**config.mk**
```make
export PLATFORM = sky130hd
export DESIGN_NAME = sfp_ctrl_flat
export DESIGN_NICKNAME = d
export VERILOG_FILES = /design/src/rtl/sfp_ctrl_if.sv /design/src/rtl/sfp_ctrl.sv /design/src/flat_wrapper.sv
export SDC_FILE = /design/constraint.sdc
export NUM_CORES = 1
export LEC_CHECK = 0
export CORE_ASPECT_RATIO = 0.75
export CORE_MARGIN = 1
export CORE_UTILIZATION = 40
export CTS_BUF_LIST = sky130_fd_sc_hd__clkbuf_16
export DETAILED_ROUTE_END_ITERATION = 8
export PLACE_DENSITY = 0.69
export REMOVE_ABC_BUFFERS = 1
export SETUP_SLACK_MARGIN = 0.4
export SYNTH_ARGS = -nofsm -noshare
export SYNTH_HDL_FRONTEND = slang
export SYNTH_SLANG_ARGS = --single-unit
```
**constraint.sdc**
```tcl
create_clock -name clk -period 2.3 [get_ports clk]
set_clock_uncertainty 0.05 [all_clocks]
set_input_delay 0.23 -clock clk [delete_from_list [all_inputs] [get_ports clk]]
set_output_delay 0.23 -clock clk [all_outputs]
set_load 0.02 [all_outputs]
```
**src/rtl/sfp_ctrl_if.sv**
```systemverilog
// Control bundle between the SFP sequencer and its job master, OFIFO read side,
// PSUM SRAM control port and SFP column mode inputs.
interface sfp_ctrl_if #(
  parameter int addr_bw = 11,
  parameter int pass_bw = 4
);
  logic               start;
  logic [addr_bw-1:0] num_rows;
  logic [pass_bw-1:0] num_passes;
  logic [addr_bw-1:0] base_addr;
  logic               relu_en;
  logic               pass_mode;
  logic               ofifo_valid;
  logic               ofifo_rd;
  logic               sram_cen;
  logic               sram_wen;
  logic [addr_bw-1:0] sram_addr;
  logic               sfp_accum;
  logic               sfp_relu;
  logic               sfp_passthrough;
  logic [pass_bw-1:0] pass_idx;
  logic               busy;
  logic               done;

  modport master (
    output start, num_rows, num_passes, base_addr, relu_en, pass_mode, ofifo_valid,
    input  ofifo_rd, sram_cen, sram_wen, sram_addr, sfp_accum, sfp_relu,
           sfp_passthrough, pass_idx, busy, done
  );

  modport slave (
    input  start, num_rows, num_passes, base_addr, relu_en, pass_mode, ofifo_valid,
    output ofifo_rd, sram_cen, sram_wen, sram_addr, sfp_accum, sfp_relu,
           sfp_passthrough, pass_idx, busy, done
  );
endinterface

```
**src/rtl/sfp_ctrl.sv**
```systemverilog
// SFP post-processing sequencer: drains OFIFO rows into PSUM SRAM with a
// read-modify-write per row, accumulating across kernel passes.
module sfp_ctrl #(
  parameter int addr_bw = 11,
  parameter int pass_bw = 4
) (
  input  logic        clk,
  input  logic        reset,
  sfp_ctrl_if.slave   bus
);

  typedef enum logic [2:0] {
    S_IDLE,
    S_WAIT,
    S_RD,
    S_WR,
    S_DONE
  } state_t;

  state_t             state, state_d;
  logic [addr_bw-1:0] row_cnt;
  logic [pass_bw-1:0] pass_cnt;
  logic [addr_bw-1:0] nr_q;
  logic [pass_bw-1:0] np_q;
  logic [addr_bw-1:0] base_q;
  logic               relu_q;
  logic               pm_q;

  logic               load, row_inc, row_clr, pass_inc;
  logic               ofifo_rd, cen, wen, done;
  logic [addr_bw-1:0] addr;
  logic [addr_bw-1:0] row_addr;
  logic [addr_bw-1:0] row_last_val;
  logic [pass_bw-1:0] pass_last_val;
  logic               row_last, pass_last, accum;

  assign row_addr      = base_q + row_cnt;
  assign row_last_val  = nr_q - addr_bw'(1);
  assign pass_last_val = np_q - pass_bw'(1);
  assign row_last      = (row_cnt == row_last_val);
  assign pass_last     = (pass_cnt == pass_last_val);
  assign accum         = !pm_q && (pass_cnt != '0);

  always_comb begin
    state_d  = state;
    load     = 1'b0;
    row_inc  = 1'b0;
    row_clr  = 1'b0;
    pass_inc = 1'b0;
    ofifo_rd = 1'b0;
    cen      = 1'b1;
    wen      = 1'b1;
    addr     = '0;
    done     = 1'b0;
    case (state)
      S_IDLE: begin
        if (bus.start) begin
          load = 1'b1;
          if (bus.num_rows == '0 || bus.num_passes == '0) state_d = S_DONE;
          else                                            state_d = S_WAIT;
        end
      end
      S_WAIT: begin
        if (bus.ofifo_valid) state_d = S_RD;
      end
      S_RD: begin
        addr    = row_addr;
        cen     = !accum;
        state_d = S_WR;
      end
      S_WR: begin
        ofifo_rd = 1'b1;
        cen      = 1'b0;
        wen      = 1'b0;
        addr     = row_addr;
        // A FIFO still reporting data lets the next row start without a WAIT cycle.
        if (!row_last) begin
          row_inc = 1'b1;
          state_d = bus.ofifo_valid ? S_RD : S_WAIT;
        end else if (!pass_last) begin
          row_clr  = 1'b1;
          pass_inc = 1'b1;
          state_d  = bus.ofifo_valid ? S_RD : S_WAIT;
        end else begin
          state_d = S_DONE;
        end
      end
      S_DONE: begin
        done    = 1'b1;
        state_d = S_IDLE;
      end
      default: state_d = S_IDLE;
    endcase
  end

  always_ff @(posedge clk) begin
    if (reset) begin
      state    <= S_IDLE;
      row_cnt  <= '0;
      pass_cnt <= '0;
      nr_q     <= '0;
      np_q     <= '0;
      base_q   <= '0;
      relu_q   <= 1'b0;
      pm_q     <= 1'b0;
    end else begin
      state <= state_d;
      if (load) begin
        nr_q     <= bus.num_rows;
        np_q     <= bus.num_passes;
        base_q   <= bus.base_addr;
        relu_q   <= bus.relu_en;
        pm_q     <= bus.pass_mode;
        row_cnt  <= '0;
        pass_cnt <= '0;
      end else begin
        if (row_inc)  row_cnt  <= row_cnt + addr_bw'(1);
        if (row_clr)  row_cnt  <= '0;
        if (pass_inc) pass_cnt <= pass_cnt + pass_bw'(1);
      end
    end
  end

  assign bus.ofifo_rd        = ofifo_rd;
  assign bus.sram_cen        = cen;
  assign bus.sram_wen        = wen;
  assign bus.sram_addr       = addr;
  assign bus.done            = done;
  assign bus.busy            = (state != S_IDLE);
  assign bus.pass_idx        = pass_cnt;
  assign bus.sfp_passthrough = pm_q;
  assign bus.sfp_accum       = accum;
  assign bus.sfp_relu        = !pm_q && relu_q && pass_last;

endmodule

```
**src/flat_wrapper.sv**
```systemverilog
// flat-port wrapper written by rule: the top's interface ports become plain ports
module sfp_ctrl_flat 
#(
  parameter int addr_bw = 11,
  parameter int pass_bw = 4
)
  (clk, reset, bus_start, bus_num_rows, bus_num_passes, bus_base_addr, bus_relu_en, bus_pass_mode, bus_ofifo_valid, bus_ofifo_rd, bus_sram_cen, bus_sram_wen, bus_sram_addr, bus_sfp_accum, bus_sfp_relu, bus_sfp_passthrough, bus_pass_idx, bus_busy, bus_done);
  sfp_ctrl_if #(.addr_bw(addr_bw), .pass_bw(pass_bw)) bus_i ();
  input  logic clk;
  input  logic reset;
  input wire logic [$bits(bus_i.start)-1:0] bus_start;
  input wire logic [$bits(bus_i.num_rows)-1:0] bus_num_rows;
  input wire logic [$bits(bus_i.num_passes)-1:0] bus_num_passes;
  input wire logic [$bits(bus_i.base_addr)-1:0] bus_base_addr;
  input wire logic [$bits(bus_i.relu_en)-1:0] bus_relu_en;
  input wire logic [$bits(bus_i.pass_mode)-1:0] bus_pass_mode;
  input wire logic [$bits(bus_i.ofifo_valid)-1:0] bus_ofifo_valid;
  output wire logic [$bits(bus_i.ofifo_rd)-1:0] bus_ofifo_rd;
  output wire logic [$bits(bus_i.sram_cen)-1:0] bus_sram_cen;
  output wire logic [$bits(bus_i.sram_wen)-1:0] bus_sram_wen;
  output wire logic [$bits(bus_i.sram_addr)-1:0] bus_sram_addr;
  output wire logic [$bits(bus_i.sfp_accum)-1:0] bus_sfp_accum;
  output wire logic [$bits(bus_i.sfp_relu)-1:0] bus_sfp_relu;
  output wire logic [$bits(bus_i.sfp_passthrough)-1:0] bus_sfp_passthrough;
  output wire logic [$bits(bus_i.pass_idx)-1:0] bus_pass_idx;
  output wire logic [$bits(bus_i.busy)-1:0] bus_busy;
  output wire logic [$bits(bus_i.done)-1:0] bus_done;
  assign bus_i.start = bus_start;
  assign bus_i.num_rows = bus_num_rows;
  assign bus_i.num_passes = bus_num_passes;
  assign bus_i.base_addr = bus_base_addr;
  assign bus_i.relu_en = bus_relu_en;
  assign bus_i.pass_mode = bus_pass_mode;
  assign bus_i.ofifo_valid = bus_ofifo_valid;
  assign bus_ofifo_rd = bus_i.ofifo_rd;
  assign bus_sram_cen = bus_i.sram_cen;
  assign bus_sram_wen = bus_i.sram_wen;
  assign bus_sram_addr = bus_i.sram_addr;
  assign bus_sfp_accum = bus_i.sfp_accum;
  assign bus_sfp_relu = bus_i.sfp_relu;
  assign bus_sfp_passthrough = bus_i.sfp_passthrough;
  assign bus_pass_idx = bus_i.pass_idx;
  assign bus_busy = bus_i.busy;
  assign bus_done = bus_i.done;
  sfp_ctrl #(.addr_bw(addr_bw), .pass_bw(pass_bw)) u_core (.clk(clk), .reset(reset), .bus(bus_i));
endmodule
```
# == Word-level counts from Yosys, hierarchy flattened ==
# Cells that the tools add are included.
# W data, S select, Z words.
# totals
register_bits,46
input_bits,32
output_inout_bits,23
elab_cells,55
# classes
addsub,5
n_eq_ne,8
mux,19
n_reduce_logical,15
# ops
op,n
$mux W3,5
$pmux W3 S4,1
$add A11 B1 Y11 const B,1
$add A11 B11 Y11,1
$eq A11 B11 Y1,1
$logic_not A11 Y1,1
$mux W11,1
$sub A11 B1 Y11 const B,1
$mux W1,10
$eq A3 B2 Y1 const B,2
$add A4 B1 Y4 const B,1
$eq A4 B4 Y1,1
$logic_not A4 Y1,1
$ne A2 B2 Y1 const B,2
$reduce_bool A4 Y1,1
$reduce_or A2 Y1,2
$sub A4 B1 Y4 const B,1
$eq A3 B1 Y1 const B,1
$eq A3 B3 Y1 const B,1
$logic_and A1 B1 Y1,3
$logic_not A3 Y1,1
$reduce_bool A3 Y1,1
$reduce_or A3 Y1,1
$logic_not A1 Y1,2
other kinds (4),4

# == Logic depth before layout (Yosys ltp) ==
# depth
depth_word,6
mapped_depth,10
depth_no_buf,9

# == Worst setup path before layout ==
# Ideal clock, no wire load.
# synth_timing
path_type,register -> output
from,reg u_core.row_cnt[0]
to,out bus_sram_addr[10]
t_arrival_ns,2.493
t_required_ns,2.020
path_slack_ns,-0.473
path_stages_with_launch,10
path_buffers,0
cell_sequence,dfxtp_1 ha_1 fa_1 a21o_1 a21oi_1 nor2b_1 o21a_1 o41a_1 a31o_2 mux2i_1
# synth_via
elab_chain_len,2
# synth_lines
element,line,text
from (decl),sfp_ctrl.sv:21,logic [addr_bw-1:0] row_cnt;
from (signal assigned),sfp_ctrl.sv:117,if (row_inc) row_cnt <= row_cnt + addr_bw'(1);
$add A11 B11 Y11,sfp_ctrl.sv:37,assign row_addr = base_q + row_cnt;
$mux W11,sfp_ctrl.sv:55,case (state)
to (decl),flat_wrapper.sv:21,output wire logic [$bits(bus_i.sram_addr)-1:0] bus_sram_addr;
# Every way passes these cells.

# == Final worst setup path ==
# layout_timing
from,reg u_core.base_q[0]
to,out bus_sram_addr[10]
# layout_via
elab_chain_len,2
# layout_lines
element,line,text
from (decl),sfp_ctrl.sv:25,logic [addr_bw-1:0] base_q;
from (signal assigned),sfp_ctrl.sv:111,base_q <= bus.base_addr;
$add A11 B11 Y11,sfp_ctrl.sv:37,
$mux W11,sfp_ctrl.sv:55,
# Every way passes these cells.

==> flow_summary.toml <==
[die]
rows = 26
ioPinCount = 55
core_sq_mm = 0.00690
fp.dieH_um = 75.6
start_util_pct = 41.8
die_w_um = 100
fp.dieArea_sq_mm = 0.00756

[drt]
drtIter0Drc = 123
via_per_inst = 5.31
wl_um = 9530
drtPass1Iterations = 4
ant_nets = 0
drc = 0
vias = 3194
wl_per_cell_um = 15.8

[grt]
grt_max_degree = 19
grtUsageTotal_pct = 23.4
grt_antenna_before_repair = 0
grt_pass1_wl_um = 13900
grt_pass1_vias = 3035
grt_overflow = 0

[synthesis]
synth_commonest_cells = "nand2_1, a21oi_1, dfxtp_1, nor2_1"
yosys.area.top_type = "dfxtp_1"
yosysWarningCount = 0
async_reset_ff_share_pct = 0
netlist_area_sq_mm = 0.00289
synth_seq_cells = 46
synthCells = 369
synth_seq_area_share_pct = 31.9
synth_top_area_share_pct = 31.9
avgSynthCellArea_sq_um = 7.82
ys.flop_type = "dfxtp_1"
synthTopCellsByArea = "dfxtp_1, nand2_1, a21oi_1"
yosysMostFrequentCell = "nand2_1"
synth_cell_types = 56
synth-edff-count = 0

[cells_and_area]
finish.utilization_pct = 69.2
finalNetCount = 551
diodes = 0
area_growth_pct = 65.4
final_cell_area_sq_mm = 0.00477
drive_above_1_share_pct = 35.3

[critical_path]
start_kind = "flop"
ff2ff_setup_slack_ns = -0.32
reg2reg_from = "u_core.nr_q[0]$_SDFFE_PP0P_"
critPathMaxFanout = 2
reg2reg_depth = 11
cp-end-kind = "output pin"
setup.worst_path.class = "reg2out"
cp.arrival_ns = 2.62
worstPathRequired_ns = 2.02
crit_start = "u_core.base_q[0]$_SDFFE_PP0P_"
regToRegEndpoint = "u_core.row_cnt[7]$_SDFFE_PP0P_"
worstSetupEndpoint = "bus_sram_addr[10]"

[timing]
setup_viol = 24
period_minus_slack_ns = 2.90
setup_ws_ns = -0.604
period_share_pct = 126
rsz0062_at_grt = "true"
relSlewSlack_pct = 70.2
finalSetupTns_ns = -6.61
max_freq_mhz = 344
report.final.slew_viol_count = 0
whs_ns = 0.408
hold_viol_final = 0
worstMarginPinSlew_ns = 0.446

[place]
dpl_cell_area_sq_mm = 0.00397
dp_hpwl_um = 6120
port_buffers = 54
globalplace.congestion = 0.865
dp_worst_setup_slack_ns = -0.866

[clocking]
clockRootBuffer = "clkbuf_16"
cts-hold-fix-buffers = 0
clock_sink_count = 46
cts_buffers = 5
clk_pin_slew_ns = 0.07
clk_path_buf_depth = 2
htreeDepth = 2
clock_latency_ns = 0.30
cts_tree = "done"

[power]
power_density_mw_per_mm2 = 535
p_sw_share_pct = 28.8
switchingPower_uw = 737
p_leak_nw = 1.99
p_int_mw = 1.82
combPwrFrac_pct = 28.1
seqPwrFrac_pct = 34.4
clkPwrFrac_pct = 37.6
peakVddDrop_uv = 307

[run_status]
status = "complete, but fails checks"
failed_checks = "setup timing"

[hold_path]
hold_class = "reg2reg"

[job]
cap_violations = 0
[worst min path at each step]
stage / from / to / slack, ns / depth (start not counted)
floorplan: reset / u_core.base_q[0]$_SDFFE_PP0P_ / 0.25 / 1
global placement: u_core.relu_q$_SDFFE_PP0P_ / u_core.relu_q$_SDFFE_PP0P_ / 0.39 / 2
detailed placement: u_core.relu_q$_SDFFE_PP0P_ / u_core.relu_q$_SDFFE_PP0P_ / 0.41 / 2
CTS: u_core.relu_q$_SDFFE_PP0P_ / u_core.relu_q$_SDFFE_PP0P_ / 0.42 / 2
global route: u_core.relu_q$_SDFFE_PP0P_ / u_core.relu_q$_SDFFE_PP0P_ / 0.43 / 2
finish: u_core.relu_q$_SDFFE_PP0P_ / u_core.relu_q$_SDFFE_PP0P_ / 0.41 / 2
[sequential cells by signal, summed over array words and instances (netlist names)]
name / count
u_core.bus.sfp_passthrough: 1
u_core.bus.pass_idx: 4
u_core.state: 3
u_core.row_cnt: 11
u_core.base_q: 11
u_core.relu_q: 1
u_core.nr_q: 11
u_core.np_q: 4
[power groups by stage]
stage,Sequential (mW),Clock (mW),Combinational (mW)
floorplan,0.889,0,0.288
global placement,0.886,0,0.536
detailed placement,0.889,0,0.547
CTS,0.876,0.940,0.618
global route,0.883,0.995,0.767
finish,0.878,0.959,0.717
[metrics by stage]
stage	total power [mW]	instances
6_report	2.55	602
5_1_grt	2.65	602
2_1_floorplan	1.18	354
3_5_place_dp	1.44	569
4_1_cts	2.44	587
3_3_place_gp	1.42	569
[metal layers]
layer / GRT usage, % / wire [um] / up-vias
met5: 0 / 0 / -
li1: - / - / 1568
met2: 41.4 / 4570 / 87
met1: 29.7 / 4280 / 1516
met3: 4.22 / 460 / 23
met4: 7.25 / 217 / 0
[layout make-up]
class / instances / area, sq um
clock buffer: 5 / 125
clock inverter: 3 / 63.8
fill: 552 / 2130
inverter: 13 / 48.8
multi-input combinational: 295 / 2200
sequential: 46 / 937
tap: 98 / 123
timing repair buffer: 142 / 1270
[worst max-delay path, cell delays in order (launching register included)]
cell	delay, ns
dfxtp_2	0.34
ha_4	0.16
fa_2	0.35
a21o_1	0.18
a21oi_2	0.14
nor2b_1	0.06
o21a_1	0.18
o41a_1	0.35
a31o_2	0.27
mux2i_1	0.14
buf_4	0.16
[what timing repair did]
action	CTS	global route
resized for setup	122	42
buffers inserted	10	14
gates cloned	0	1
endpoints found under the setup margin	35	30
pin swaps	37	20
[cells in the final DEF, fill, tap and decap left out, types with 4 or more instances in the layout]
cell type	instances
clkdlybuf4s50_1	37
ha_4	4
nand2b_1	7
or3_4	4
a21oi_2	9
clkbuf_16	5
nor2b_1	5
nand2_1	66
xor2_1	14
o21ai_0	8
xnor2_1	11
dfxtp_1	35
a21o_1	6
dfxtp_2	10
buf_6	20
inv_2	4
dlygate4sd2_1	5
buf_4	74
inv_1	8
a21oi_1	37
nand3_1	4
nand4_1	6
nor4_1	4
ha_1	11
nor3_1	4
nor2_1	23
[cells by family (layout without fill, tap and decap cells)]
family,after synthesis,count (layout),share of synthesized area (%)
buffers and inverters,28,163,3.73
and+or+nand+nor,156,156,26.9
AOI/OAI and AO/OA,90,90,20.1
muxes,3,3,1.04
DFF,46,46,31.9
xor gates and xnor gates,30,30,9.11
adders and majority gates,16,16,7.20
Power figures use the tool's default switching activity.
